[config.mk]
export PLATFORM = sky130hd
export DESIGN_NAME = imem_loader_flat
export DESIGN_NICKNAME = d
export VERILOG_FILES = /design/src/rtl/imem_loader_if.sv /design/src/rtl/imem_loader.sv /design/src/flat_wrapper.sv
export SDC_FILE = /design/constraint.sdc
export NUM_CORES = 1
export LEC_CHECK = 0
export ABC_CLOCK_PERIOD_IN_PS = 2200
export BUFFER_PORTS_ARGS = -buffer_cell sky130_fd_sc_hd__buf_2
export CAP_MARGIN = 0
export CORE_UTILIZATION = 42
export CTS_BUF_LIST = sky130_fd_sc_hd__clkbuf_4
export DETAILED_ROUTE_END_ITERATION = 10
export PLACE_DENSITY = 0.6
export RECOVER_POWER = 25
export SYNTH_ARGS = -nofsm -noshare
export SYNTH_HDL_FRONTEND = slang
export SYNTH_SLANG_ARGS = --single-unit
[constraint.sdc]
create_clock -name clk -period 2.2 [get_ports clk]
set_input_delay 0.22 -clock clk [delete_from_list [all_inputs] [get_ports clk]]
set_output_delay 0.22 -clock clk [all_outputs]
set_load 0.02 [all_outputs]
[src/rtl/imem_loader_if.sv]
// Byte-stream receive handshake and instruction-memory write port used by imem_loader.
// The master side is the loader; the slave side is the byte source plus the imu.
interface imem_loader_if #(
    parameter int ADDR_W = 8,
    parameter int DATA_W = 32
);
    logic              rx_valid;
    logic [7:0]        rx_data;
    logic              rx_ready;
    logic              mem_wen;
    logic [ADDR_W-1:0] mem_addr;
    logic [DATA_W-1:0] mem_data;

    modport master (
        input  rx_valid, rx_data,
        output rx_ready, mem_wen, mem_addr, mem_data
    );

    modport slave (
        output rx_valid, rx_data,
        input  rx_ready, mem_wen, mem_addr, mem_data
    );
endinterface

[src/rtl/imem_loader.sv]
// Instruction-memory loader: parses a count/data/checksum byte frame, writes one
// 32-bit word per 4 bytes into the imu and holds the CPU in clear while loading.
module imem_loader #(
    parameter int ADDR_W    = 8,
    parameter int DATA_W    = 32,
    parameter int BASE_ADDR = 0
) (
    input  logic          clk,
    input  logic          clr_n,
    input  logic          start,
    imem_loader_if.master bus,
    output logic          cpu_clr,
    output logic          busy,
    output logic          done,
    output logic          err,
    output logic [7:0]    words_loaded
);
    localparam int MAX_WORDS = (2 ** ADDR_W) / 4;

    typedef enum logic [2:0] {IDLE, COUNT, DATA, WRITE, CHECK, ERR} state_t;

    state_t            state;
    state_t            state_next;
    logic [7:0]        count_n;
    logic [7:0]        word_cnt;
    logic [7:0]        sum;
    logic [1:0]        byte_cnt;
    logic [DATA_W-1:0] word;
    logic              rx_ready;
    logic              mem_wen;
    logic              xfer;
    logic              count_bad;

    assign xfer      = bus.rx_valid & rx_ready;
    assign count_bad = (bus.rx_data == 8'd0) || (int'(bus.rx_data) > MAX_WORDS);

    // NOTE: sequential state uses non-blocking assignments so every register
    // samples the pre-edge values of the others, independent of block order.
    always_ff @(posedge clk or negedge clr_n) begin
        if (!clr_n) state <= IDLE;
        else        state <= state_next;
    end

    // NOTE: every output of this block gets a default first so no path leaves
    // a signal unassigned, which would otherwise infer a latch.
    always_comb begin
        state_next = state;
        rx_ready   = 1'b0;
        mem_wen    = 1'b0;
        case (state)
            IDLE: begin
                if (start) state_next = COUNT;
            end
            COUNT: begin
                rx_ready = 1'b1;
                if (bus.rx_valid) state_next = count_bad ? ERR : DATA;
            end
            DATA: begin
                rx_ready = 1'b1;
                if (bus.rx_valid && byte_cnt == 2'd3) state_next = WRITE;
            end
            WRITE: begin
                mem_wen    = 1'b1;
                state_next = (word_cnt + 8'd1 == count_n) ? CHECK : DATA;
            end
            CHECK: begin
                rx_ready = 1'b1;
                if (bus.rx_valid) state_next = IDLE;
            end
            ERR: begin
                if (start) state_next = COUNT;
            end
            default: state_next = IDLE;
        endcase
    end

    always_ff @(posedge clk or negedge clr_n) begin
        if (!clr_n) begin
            count_n  <= 8'd0;
            word_cnt <= 8'd0;
            sum      <= 8'd0;
            byte_cnt <= 2'd0;
            word     <= '0;
            done     <= 1'b0;
            err      <= 1'b0;
        end else begin
            case (state)
                IDLE, ERR: begin
                    if (start) begin
                        done     <= 1'b0;
                        err      <= 1'b0;
                        word_cnt <= 8'd0;
                        sum      <= 8'd0;
                        byte_cnt <= 2'd0;
                    end
                end
                COUNT: begin
                    if (xfer) begin
                        count_n <= bus.rx_data;
                        sum     <= bus.rx_data;
                        if (count_bad) err <= 1'b1;
                    end
                end
                DATA: begin
                    if (xfer) begin
                        word     <= {word[DATA_W-9:0], bus.rx_data};
                        sum      <= sum + bus.rx_data;
                        byte_cnt <= byte_cnt + 2'd1;
                    end
                end
                WRITE: begin
                    word_cnt <= word_cnt + 8'd1;
                end
                CHECK: begin
                    if (xfer) begin
                        if (bus.rx_data == sum) done <= 1'b1;
                        else                    err  <= 1'b1;
                    end
                end
                default: ;
            endcase
        end
    end

    // Address wraps modulo 2**ADDR_W; word_cnt still holds the pre-increment index in WRITE.
    assign bus.mem_addr  = ADDR_W'(BASE_ADDR) + ADDR_W'({word_cnt, 2'b00});
    assign bus.mem_data  = word;
    assign bus.mem_wen   = mem_wen;
    assign bus.rx_ready  = rx_ready;
    assign busy          = (state == COUNT) || (state == DATA) || (state == WRITE) || (state == CHECK);
    assign cpu_clr       = (state != IDLE) || err;
    assign words_loaded  = word_cnt;
endmodule

[src/flat_wrapper.sv]
// flat-port wrapper written by rule: the top's interface ports become plain ports
module imem_loader_flat 
#(
    parameter int ADDR_W    = 8,
    parameter int DATA_W    = 32,
    parameter int BASE_ADDR = 0
)
  (clk, clr_n, start, cpu_clr, busy, done, err, words_loaded, bus_rx_valid, bus_rx_data, bus_rx_ready, bus_mem_wen, bus_mem_addr, bus_mem_data);
  imem_loader_if #(.ADDR_W(ADDR_W), .DATA_W(DATA_W)) bus_i ();
  input  logic clk;
  input  logic clr_n;
  input  logic start;
  output logic cpu_clr;
  output logic busy;
  output logic done;
  output logic err;
  output logic [7:0] words_loaded;
  input wire logic [$bits(bus_i.rx_valid)-1:0] bus_rx_valid;
  input wire logic [$bits(bus_i.rx_data)-1:0] bus_rx_data;
  output wire logic [$bits(bus_i.rx_ready)-1:0] bus_rx_ready;
  output wire logic [$bits(bus_i.mem_wen)-1:0] bus_mem_wen;
  output wire logic [$bits(bus_i.mem_addr)-1:0] bus_mem_addr;
  output wire logic [$bits(bus_i.mem_data)-1:0] bus_mem_data;
  assign bus_i.rx_valid = bus_rx_valid;
  assign bus_i.rx_data = bus_rx_data;
  assign bus_rx_ready = bus_i.rx_ready;
  assign bus_mem_wen = bus_i.mem_wen;
  assign bus_mem_addr = bus_i.mem_addr;
  assign bus_mem_data = bus_i.mem_data;
  imem_loader #(.ADDR_W(ADDR_W), .DATA_W(DATA_W), .BASE_ADDR(BASE_ADDR)) u_core (.clk(clk), .clr_n(clr_n), .start(start), .bus(bus_i), .cpu_clr(cpu_clr), .busy(busy), .done(done), .err(err), .words_loaded(words_loaded));
endmodule
==> run summary, run 1 <==
Critical Path End Type: register
Layout Cells excl Fill: 526
Layout Nets: 442
initial core utilization: 43.1%
Final Hold Vio Count: 0
buffers inserted by post-CTS timing repair: 0
Power per Cell Area: 1390 nW/um^2
syn avg cell area: 9.25 sq um
post-DP HPWL: 5280 um
Vias: 2629
Fmax achieved: 491 MHz
Area growth syn-to-layout: 16.8%
area of the mapped netlist: 3310 sq um
Leak: 0.00199 uW
CTS tree: built
Syn Inst Count: 358
DRT Pass-1 Iters: 4
clk_lat worst skew: 0.41 ns
Top Ports: 66
register area: 1580 sq um
ys async rst share: 100%
sequential element share of the synthesized area: 47.6%
Post-DRT Antenna Nets: 0
Die Area: 8250 sq um
DRC errors left: 0
commonest non-fill, non-tap cell in the layout: nand2_1
CP Launch Type: register
CP required: 2.52 ns
Min Hold Slack: 0.0703 ns
actual transition at the worst max-transition pin: 1.43 ns
reg2reg path depth: 7
initial antenna violation count: 0
CP Class: reg2reg
number of distinct library cells after synthesis: 56
Num CTS Buffers: 9
share of cells above drive strength 1: 26.4%
Filler cells: 778
vias per cell: 5.00
placed cell area: 3720 sq um
WL/cell: 14.2 um
Clock Tree Root: clkbuf_4
Tot Pwr: 5380 uW
initial drt markers: 96
maximum fanout along the worst path: 5
YS warnings: 0
Synth Flop Type: dfrtp_1
placed insts: 510
Post-synth EDFFs: 0
area of the multi-input gates: 1590 sq um
gpl congestion: 0.790
Finished Cell Area: 3870 sq um
clk_skew: 0.0139 ns
Min-Delay Path Class: in2reg
RSZ-0062 raised after global routing: false
core region area: 7690 sq um
setup_tns: 0 ns
clk buf depth: 2
status: finished, final reports clean
GRT overflow: 0
pins over their slew limit: 0
part of the cycle the worst path needs: 92.5%
Slew HR: 4.70%
post-synthesis register bit count: 63
Diodes inserted: 0
H-tree lvl count: 3
first-pass GRT wire length: 12800 um
die width: 90.8 um
Hold Path Stages: 3
largest net degree at the start of global routing: 40
Max VDD drop: 0.000590 V
CTS clk-pin slew, worst paths: 0.11 ns
Period minus WS final: 2.04 ns
CTS sink count: 63
total routing usage reported by global routing: 19.7%
IO buf count: 63
Cell Rows: 32
routed wire length: 7480 um
vias in the first global route: 2471
max-cap viol count: 0
Die H: 90.8 um
Setup violations, final: 0
crit path DAT: 2.35 ns
most frequent cells in the layout: 114 x nand2_1, 62 x buf_2, 60 x dfrtp_1, 16 x nor2_1, 15 x o21ai_0
[logic make-up (layout without fill, tap and decap cells)]
group,after synthesis,in the layout,synth area share (%)
fa+ha+maj,10,10,4.00
mux,11,11,3.70
other cells,1,2,0.113
xor+xnor,22,22,5.82
flops,63,63,47.6
compound gates,60,60,12.3
simple gates,160,160,21.5
buf+inv,31,96,4.95
[path summary, 6_finish.rpt]
kind                                         start                       to  slack, ns
max in group asynchronous                    clr_n          u_core.state[2]       0.60
min in group asynchronous                    clr_n   u_core.words_loaded[2]       0.66
hold reg to reg            u_core.bus.mem_data[25]  u_core.bus.mem_data[25]       0.48
setup reg to reg                     u_core.sum[4]            u_core.sum[7]       0.16
setup / recovery                     u_core.sum[4]            u_core.sum[7]       0.16
hold / removal                      bus_rx_data[6]   u_core.bus.mem_data[6]       0.07
[registers in the layout, indices dropped and copies added (netlist names)]
signal / flops
u_core.count_n: 8
u_core.done: 1
u_core.bus.mem_data: 32
u_core.state: 3
u_core.err: 1
u_core.words_loaded: 8
u_core.byte_cnt: 2
u_core.sum: 8
[power by group]
group	internal, uW	total, uW	leakage, uW	switching (uW)
combinational	1040	2560	0.00111	1520
clock	363	789	0.0000727	426
sequential	1620	2030	0.000808	403
[repair_timing]
action / 4_1_cts / 5_1_grt
setup endpoints to repair: 1 / 3
hold buffers: 1 / 0
resized for setup: 2 / 4
hold endpoints to repair: 24 / 0
[worst max-delay path, cell delays in order, from the launching register on]
cell	delay, ns
dfrtp_1	0.39
ha_1	0.35
and2_1	0.19
a221oi_2	0.27
a21oi_1	0.18
o211ai_1	0.19
o311ai_0	0.15
a31o_1	0.24
[final cells by class]
| type | count | share of cell area, % |
|---|---|---|
| Tap cell | 102 | 3.30 |
| Multi-Input combinational cell | 265 | 41.0 |
| Timing Repair Buffer | 72 | 10.6 |
| Inverter | 9 | 0.938 |
| Clock buffer | 11 | 2.13 |
| Clock inverter | 4 | 1.23 |
| Sequential cell | 63 | 40.8 |
[routing by layer]
layer / share of wire (%) / wire length [um] / up-vias / GRT usage, %
met2: 46 / 3440 / 48 / 28.8
met4: 1.2 / 89 / 0 / 6.35
met5: 0 / 0 / - / 0
met3: 4.0 / 303 / 7 / 4.97
met1: 49 / 3650 / 1250 / 28.5
li1: - / - / 1324 / -
[synthesized netlist by cell type, types with 3 or more instances]
| cell type | instances | share of area, % |
|---|---|---|
| nand2_1 | 114 | 13 |
| dfrtp_1 | 63 | 48 |
| nor2_1 | 16 | 1.8 |
| o21ai_0 | 15 | 2.3 |
| xnor2_1 | 14 | 3.7 |
| a21oi_1 | 13 | 2.0 |
| buf_4 | 9 | 2.0 |
| ha_1 | 9 | 3.4 |
| inv_1 | 8 | 0.91 |
| xor2_1 | 8 | 2.1 |
| clkbuf_1 | 7 | 0.79 |
| mux2_2 | 6 | 2.0 |
| a22oi_1 | 5 | 1.1 |
| a21o_1 | 4 | 0.91 |
| and3_1 | 4 | 0.76 |
| buf_2 | 4 | 0.60 |
| mux2i_1 | 4 | 1.2 |
| nand3_1 | 4 | 0.60 |
| o22ai_1 | 4 | 0.76 |
| a31oi_1 | 3 | 0.57 |
[per-stage QoR]
stage / worst slack (ns) / util [%]
2_1_floorplan: 0.264 / -
3_3_place_gp: 0.166 / 48.4
3_5_place_dp: 0.0823 / 48.4
4_1_cts: 0.0474 / 50.2
5_1_grt: 0.000909 / 50.3
6_report: 0.164 / 50.3
Note: power is estimated with default switching activity, not from simulation.
==> run 2, diff against run 1 <==
- ABC_AREA: default -> 1
- PLACE_DENSITY: 0.6 -> 0.66
==> run 2 against run 1 <==
Setup slack improved by 0.022 ns. Clock-buffer cell count shrank 2. Combinational power rose by 3%. Sequential power is 3% lower. Register-to-register slack better by 0.16 ns. Largest cell class is now sequential cells. Sequential share of layout area is 0.37 points higher. Synthesized cell count grew 11%. Maximum frequency increased by 1.1%. Largest power group unchanged. Area after synthesis down 0.91%. Clock power is 13% lower. Via count increased by 5.7%. Hold slack improved by 0.039 ns.
==> run summary, run 2 <==
FF-to-FF Start: u_core.words_loaded[1]
CTS clk-pin slew, worst paths: 0.12 ns (about the same)
initial antenna violation count: 0 (unchanged)
Area contributors post-synth: dfrtp_1 48%, nand2_1 11%, inv_1 4.7%
CP required: 1.98 ns (-0.54 ns)
M2 GR Usage: 30.8% (+2.0 points)
WL/cell: 12.5 um (-12%)
Area growth syn-to-layout: 16.5%
CP Class: reg2out
Slew HR: 2.12% (-2.6 points)
YS warnings: 0 (unchanged)
post-DP HPWL: 5290 um (+0.18%)
most frequent cells in the layout: 96 x nand2_1, 63 x dfrtp_1, 62 x buf_2, 41 x inv_1, 32 x nor2_1
Tot Pwr: 5300 uW (-1.4%)
IO buf count: 63 (unchanged)
core region area: 7410 sq um (-3.6%)
Syn Inst Count: 397 (+11%)
Diodes inserted: 0 (unchanged)
Hold Path Stages: 3 (unchanged)
min-delay src: bus_rx_data[0]
buffers inserted by post-CTS timing repair: 0 (unchanged)
Power per Cell Area: 1390 nW/um^2 (-0.28%)
RSZ-0062 raised after global routing: false
post-synth top area share: 48.0% (+0.44 points)
Clock Tree Root: clkbuf_4
CP Launch Type: register
syn avg cell area: 8.27 sq um (-11%)
Worst Slack Setup Final: 0.186 ns (+0.0219 ns)
most crowded layer after global routing: met2
clk_lat worst skew: 0.41 ns (about the same)
Hold Path Sink: u_core.sum[0]
Synth Flop Type: dfrtp_1
most numerous cell in the Yosys netlist: nand2_1
first-pass GRT wire length: 12300 um (-3.6%)
setup_tns: 0 ns (unchanged)
Layout Nets: 485 (+9.7%)
largest net degree at the start of global routing: 57 (+43%)
DRC errors left: 0 (unchanged)
Post-synth EDFFs: 0 (unchanged)
vias in the first global route: 2615 (+5.8%)
commonest non-fill, non-tap cell in the layout: nand2_1
Post-synth top cells: 97 x nand2_1, 63 x dfrtp_1, 41 x inv_1, 32 x nor2_1, 27 x o21ai_0
total routing usage reported by global routing: 18.9% (-0.79 points)
Leak: 0.00202 uW (+1.5%)
reg2reg end: u_core.state[1]
status: finished, final reports clean
pins over their slew limit: 0 (unchanged)
initial core utilization: 44.3% (+1.2 points)
met3 usage: 3.37% (-1.6 points)
sequential element share of the synthesized area: 48.0% (+0.44 points)
DRT Pass-1 Iters: 4 (unchanged)
area of the mapped netlist: 3280 sq um (-0.91%)
maximum fanout along the worst path: 7 (+2)
die width: 90.4 um (-0.44%)
gpl congestion: 0.851 (+7.8%)
number of distinct library cells after synthesis: 37 (-34%)
Num CTS Buffers: 9 (unchanged)
Final Hold Vio Count: 0 (unchanged)
max reg flops: 32 (unchanged)
Period minus WS final: 2.01 ns (-0.0219 ns)
Crit-path slowest cell: dfrtp_1
Post-DRT Antenna Nets: 0 (unchanged)
Fmax achieved: 497 MHz (+1.1%)
Setup violations, final: 0 (unchanged)
post-synthesis register bit count: 63 (unchanged)
Layout Cells excl Fill: 567 (+7.8%)
crit path cell chain: inv_2, nand2_1, nor2_1, buf_4, inv_1, nand3_1, buf_2
Max VDD drop: 0.000628 V (+6.6%)
Reg2Reg Setup Slack: 0.32 ns (+0.16 ns)
max incr delay on CP: 0.46 ns (+0.07 ns)
DP Worst Slack: 0.344 ns (+0.262 ns)
GRT overflow: 0 (unchanged)
Top Ports: 66 (unchanged)
vias per cell: 4.90 (-1.9%)
CTS tree: built
ys async rst share: 100% (unchanged)
Die Area: 8170 sq um (-0.88%)
initial drt markers: 133 (+39%)
post-cts hold buffer count: 2 (+1)
Critical Path End Type: output pin
actual transition at the worst max-transition pin: 1.47 ns (+0.0388 ns)
CTS sink count: 63 (unchanged)
clk buf depth: 2 (unchanged)
Min-Delay Path Class: in2reg
Die H: 90.4 um (-0.44%)
clk_skew: 0.0121 ns (-0.00188 ns)
reg2reg path depth: 12 (+5)
cell accounting for the most synthesized area: dfrtp_1
Cell Rows: 31 (-3.1%)
met1 Use GR: 25.0% (-3.5 points)
share of cells above drive strength 1: 23.1% (-3.3 points)
post_cts resized: 0 (-2)
routed wire length: 7120 um (-4.9%)
Vias: 2779 (+5.7%)
part of the cycle the worst path needs: 91.5% (-0.99 points)
max-cap viol count: 0 (unchanged)
placed insts: 549 (+7.6%)
Filler cells: 749 (-3.7%)
H-tree lvl count: 3 (unchanged)
crit path DAT: 1.79 ns (-0.56 ns)
[run 2: cell count changes in the layout (fill, tap and decap cells not counted), sizes merged, moves of 4 or more]
cell   previous run  this run
nor2             18        36
a22oi             5         0
mux2i             4         0
xnor2            14         1
inv               9        46
xor2              8         2
and3              4         0
nand3             4        19
o21ai            16        40
a21oi            15        27
nand2           115        99
[run 2: critical path, delay by kind of cell, from the launching register on]
kind	cells	cell delay, ns
buf+inv	4	0.61
flops	1	0.46
simple gates	3	0.33
[run 2: layout make-up]
cell class                      count  area (sq um)  share of cell area [%]
Multi-Input combinational cell    272          1430                    37.4
Sequential cell                    63          1580                    41.2
Tap cell                           99           124                    3.24
Clock buffer                        9          67.6                    1.77
Inverter                           46           173                    4.51
Timing Repair Buffer               71           404                    10.6
Clock inverter                      7          50.0                    1.31
[run 2: how the worst max path moves through the flow]
stage	start	cells after the start	end
finish	u_core.state[2]	7	busy
detailed placement	u_core.words_loaded[1]	12	u_core.state[1]
CTS	u_core.state[2]	7	busy
global placement	u_core.words_loaded[1]	12	u_core.state[1]
global route	u_core.state[2]	7	busy
floorplan	u_core.state[2]	5	busy
[run 2: cell families after synthesis]
kind of cell    Yosys count  synth area share (%)
compound gates           84                  14.4
xor+xnor                  3                 0.800
mux                       8                  2.74
simple gates            165                  21.2
buf+inv                  63                  8.61
flops                    63                  48.0
other cells               1                 0.114
fa+ha+maj                10                  4.04
[run 2: through the flow]
step / instance area [sq um] / hold slack [ns] / util [%]
finish: 3820 / 0.110 / 51.6
global route: 3820 / 0.109 / 51.6
CTS: 3830 / 0.0814 / 51.6
detailed placement: 3690 / 0.257 / 49.8
global placement: 3690 / 0.261 / 49.8
floorplan: 3290 / -0.0756 / -
[run 2: where the power goes]
group | total (uW) | internal [uW] | switching, uW
clock | 690 | 231 | 459
combinational | 2640 | 959 | 1690
sequential | 1970 | 1640 | 325
total | 5300 | 2830 | 2470
[run 2: routing by layer]
metal  vias up  wire length (um)
met5         -                 0
met4         0               104
met3         8               339
met2        70              3320
met1      1273              3350
li1       1428                 -
==> run 3, diff against run 2 <==
- CORE_MARGIN: default -> 2
- RECOVER_POWER: 25 -> default
==> run 3 against run 2 <==
Clock skew is 0.0011 ns lower. Die area is 4.5% higher. Highest routed layer unchanged. Clock power rose by 39%. Non-clock buffer count fell by 1. Sequential cell count did not move. Final area is 1.3% higher. Sequential share of layout area fell by 0.53 points.
==> run summary, run 3 (synthesis results as in run 2) <==
commonest non-fill, non-tap cell in the layout: nand2_1
maximum fanout along the worst path: 7 (unchanged)
Diodes inserted: 0 (unchanged)
Reg2Reg Setup Slack: 0.32 ns (about the same)
Setup violations, final: 0 (unchanged)
clk buf depth: 2 (unchanged)
Finished Cell Area: 3870 sq um (+1.3%)
post-layout util: 50.7% (-0.96 points)
core region area: 7650 sq um (+3.2%)
clk_skew: 0.0109 ns (-0.00112 ns)
CP startpoint: u_core.state[2]
placed cell area: 3680 sq um (-0.10%)
clk_lat worst skew: 0.42 ns (about the same)
CTS clk-pin slew, worst paths: 0.12 ns (about the same)
initial core utilization: 42.9% (-1.4 points)
die width: 92.4 um (+2.2%)
most crowded layer after global routing: met2
crit path DAT: 1.73 ns (-0.06 ns)
CTS tree: built
reg2reg path depth: 11 (-1)
M2 GR Usage: 29.1% (-1.7 points)
met1 Use GR: 23.0% (-2.0 points)
Cell Rows: 32 (+3.2%)
max reg flops: 32 (unchanged)
Post-DRT Antenna Nets: 0 (unchanged)
Worst Setup EP: busy
Clock Tree Root: clkbuf_4
Fmax achieved: 513 MHz (+3.3%)
DRT Pass-1 Iters: 4 (unchanged)
CTS sink count: 63 (unchanged)
Num CTS Buffers: 9 (unchanged)
Layout Nets: 484 (-0.21%)
Top Ports: 66 (unchanged)
initial antenna violation count: 0 (unchanged)
first-pass GRT wire length: 12000 um (-2.0%)
Layout Cells excl Fill: 569 (+0.35%)
share of cells above drive strength 1: 23.3% (+0.26 points)
post-DP HPWL: 5090 um (-3.7%)
WL/cell: 12.4 um (-1.1%)
Period minus WS final: 1.95 ns (-0.0645 ns)
Max VDD drop: 0.000493 V (-21%)
reg2reg end: u_core.sum[6]
CP required: 1.98 ns (about the same)
Min Hold Slack: 0.0802 ns (-0.0296 ns)
part of the cycle the worst path needs: 88.6% (-2.9 points)
CP Launch Type: register
Filler cells: 751 (+0.27%)
Power per Cell Area: 1440 nW/um^2 (+3.6%)
Vias: 2777 (-0.072%)
Final Hold Vio Count: 0 (unchanged)
max-cap viol count: 0 (unchanged)
Die Area: 8540 sq um (+4.5%)
Leak: 0.00205 uW (+1.3%)
routed wire length: 7060 um (-0.74%)
status: finished, final reports clean
CP Class: reg2out
initial drt markers: 105 (-21%)
met3 usage: 3.25% (-0.11 points)
gpl congestion: 0.814 (-4.3%)
largest net degree at the start of global routing: 64 (+12%)
buffers inserted by post-CTS timing repair: 0 (unchanged)
DRC errors left: 0 (unchanged)
IO buf count: 63 (unchanged)
most frequent cells in the layout: 96 x nand2_1, 63 x buf_2, 63 x dfrtp_1, 41 x inv_1, 32 x nor2_1
GRT overflow: 0 (unchanged)
Critical Path End Type: output pin
FF-to-FF Start: u_core.sum[0]
vias per cell: 4.88 (-0.42%)
placed insts: 551 (+0.36%)
total routing usage reported by global routing: 17.8% (-1.1 points)
setup_tns: 0 ns (unchanged)
H-tree lvl count: 3 (unchanged)
Area growth syn-to-layout: 18.0%
RSZ-0062 raised after global routing: false
Min-Delay Path Class: in2reg
pins over their slew limit: 0 (unchanged)
post_cts resized: 0 (unchanged)
Die H: 92.4 um (+2.2%)
vias in the first global route: 2663 (+1.8%)
[run 3: cell types whose count changed in the layout (fill, tap and decap cells not counted)]
cell        before  now
clkinv_1         1    0
clkbuf_1         1    0
clkinvlp_4       2    1
buf_2           62   63
inv_6            0    3
bufinv_16        0    2
buf_4            4    3
clkinv_4         3    1
clkinv_2         1    0
[run 3: area by class of cell]
type | instances | area, sq um | share of cell area (%)
Timing Repair Buffer | 70 | 398 | 10.3
Multi-Input combinational cell | 272 | 1430 | 36.9
Clock buffer | 9 | 67.6 | 1.74
Inverter | 46 | 173 | 4.46
Tap cell | 102 | 128 | 3.29
Sequential cell | 63 | 1580 | 40.7
Clock inverter | 7 | 103 | 2.65
[run 3: worst min-delay path by stage]
stage / startpoint / to / slack (ns) / depth (start not counted)
floorplan: clr_n / u_core.bus.mem_data[0] / -0.08 / 0
global placement: clr_n / u_core.bus.mem_data[28] / 0.26 / 2
detailed placement: clr_n / u_core.bus.mem_data[31] / 0.27 / 2
CTS: bus_rx_data[0] / u_core.sum[0] / 0.07 / 3
global route: bus_rx_data[4] / u_core.bus.mem_data[4] / 0.09 / 3
finish: bus_rx_data[0] / u_core.sum[0] / 0.08 / 3
[run 3: worst max-delay path: stages, from the launching register on]
cell and delay (ns):
dfrtp_1 0.46, inv_2 0.04, nand2_1 0.11, nor2_1 0.06, buf_4 0.15, inv_1 0.21
nand3_1 0.11, buf_2 0.17
[run 3: metal layers]
layer	up-vias	part of all wire (%)	routed length (um)
li1	1432	-	-
met5	-	0	0
met4	0	1.8	129
met3	11	3.8	269
met1	1281	47	3310
met2	53	47	3350
[run 3: power by group]
group	leakage [uW]	internal (uW)	total, uW	switching (uW)
clock network	0.0000875	474	959	486
registers	0.000788	1640	1960	323
logic	0.00117	957	2640	1680
total	0.00205	3070	5560	2490
[run 3: through the flow]
stage	power [uW]	setup WS, ns
after detailed placement	4650	0.388
after global placement	4580	0.457
after global routing	6040	0.107
after floorplan	3920	0.468
after CTS	5630	0.220
final	5560	0.251
[run 3: timing repair]
action	4_1_cts	5_1_grt
hold endpoints to repair	65	0
endpoints found under the setup margin	0	0
hold buffers	2	0
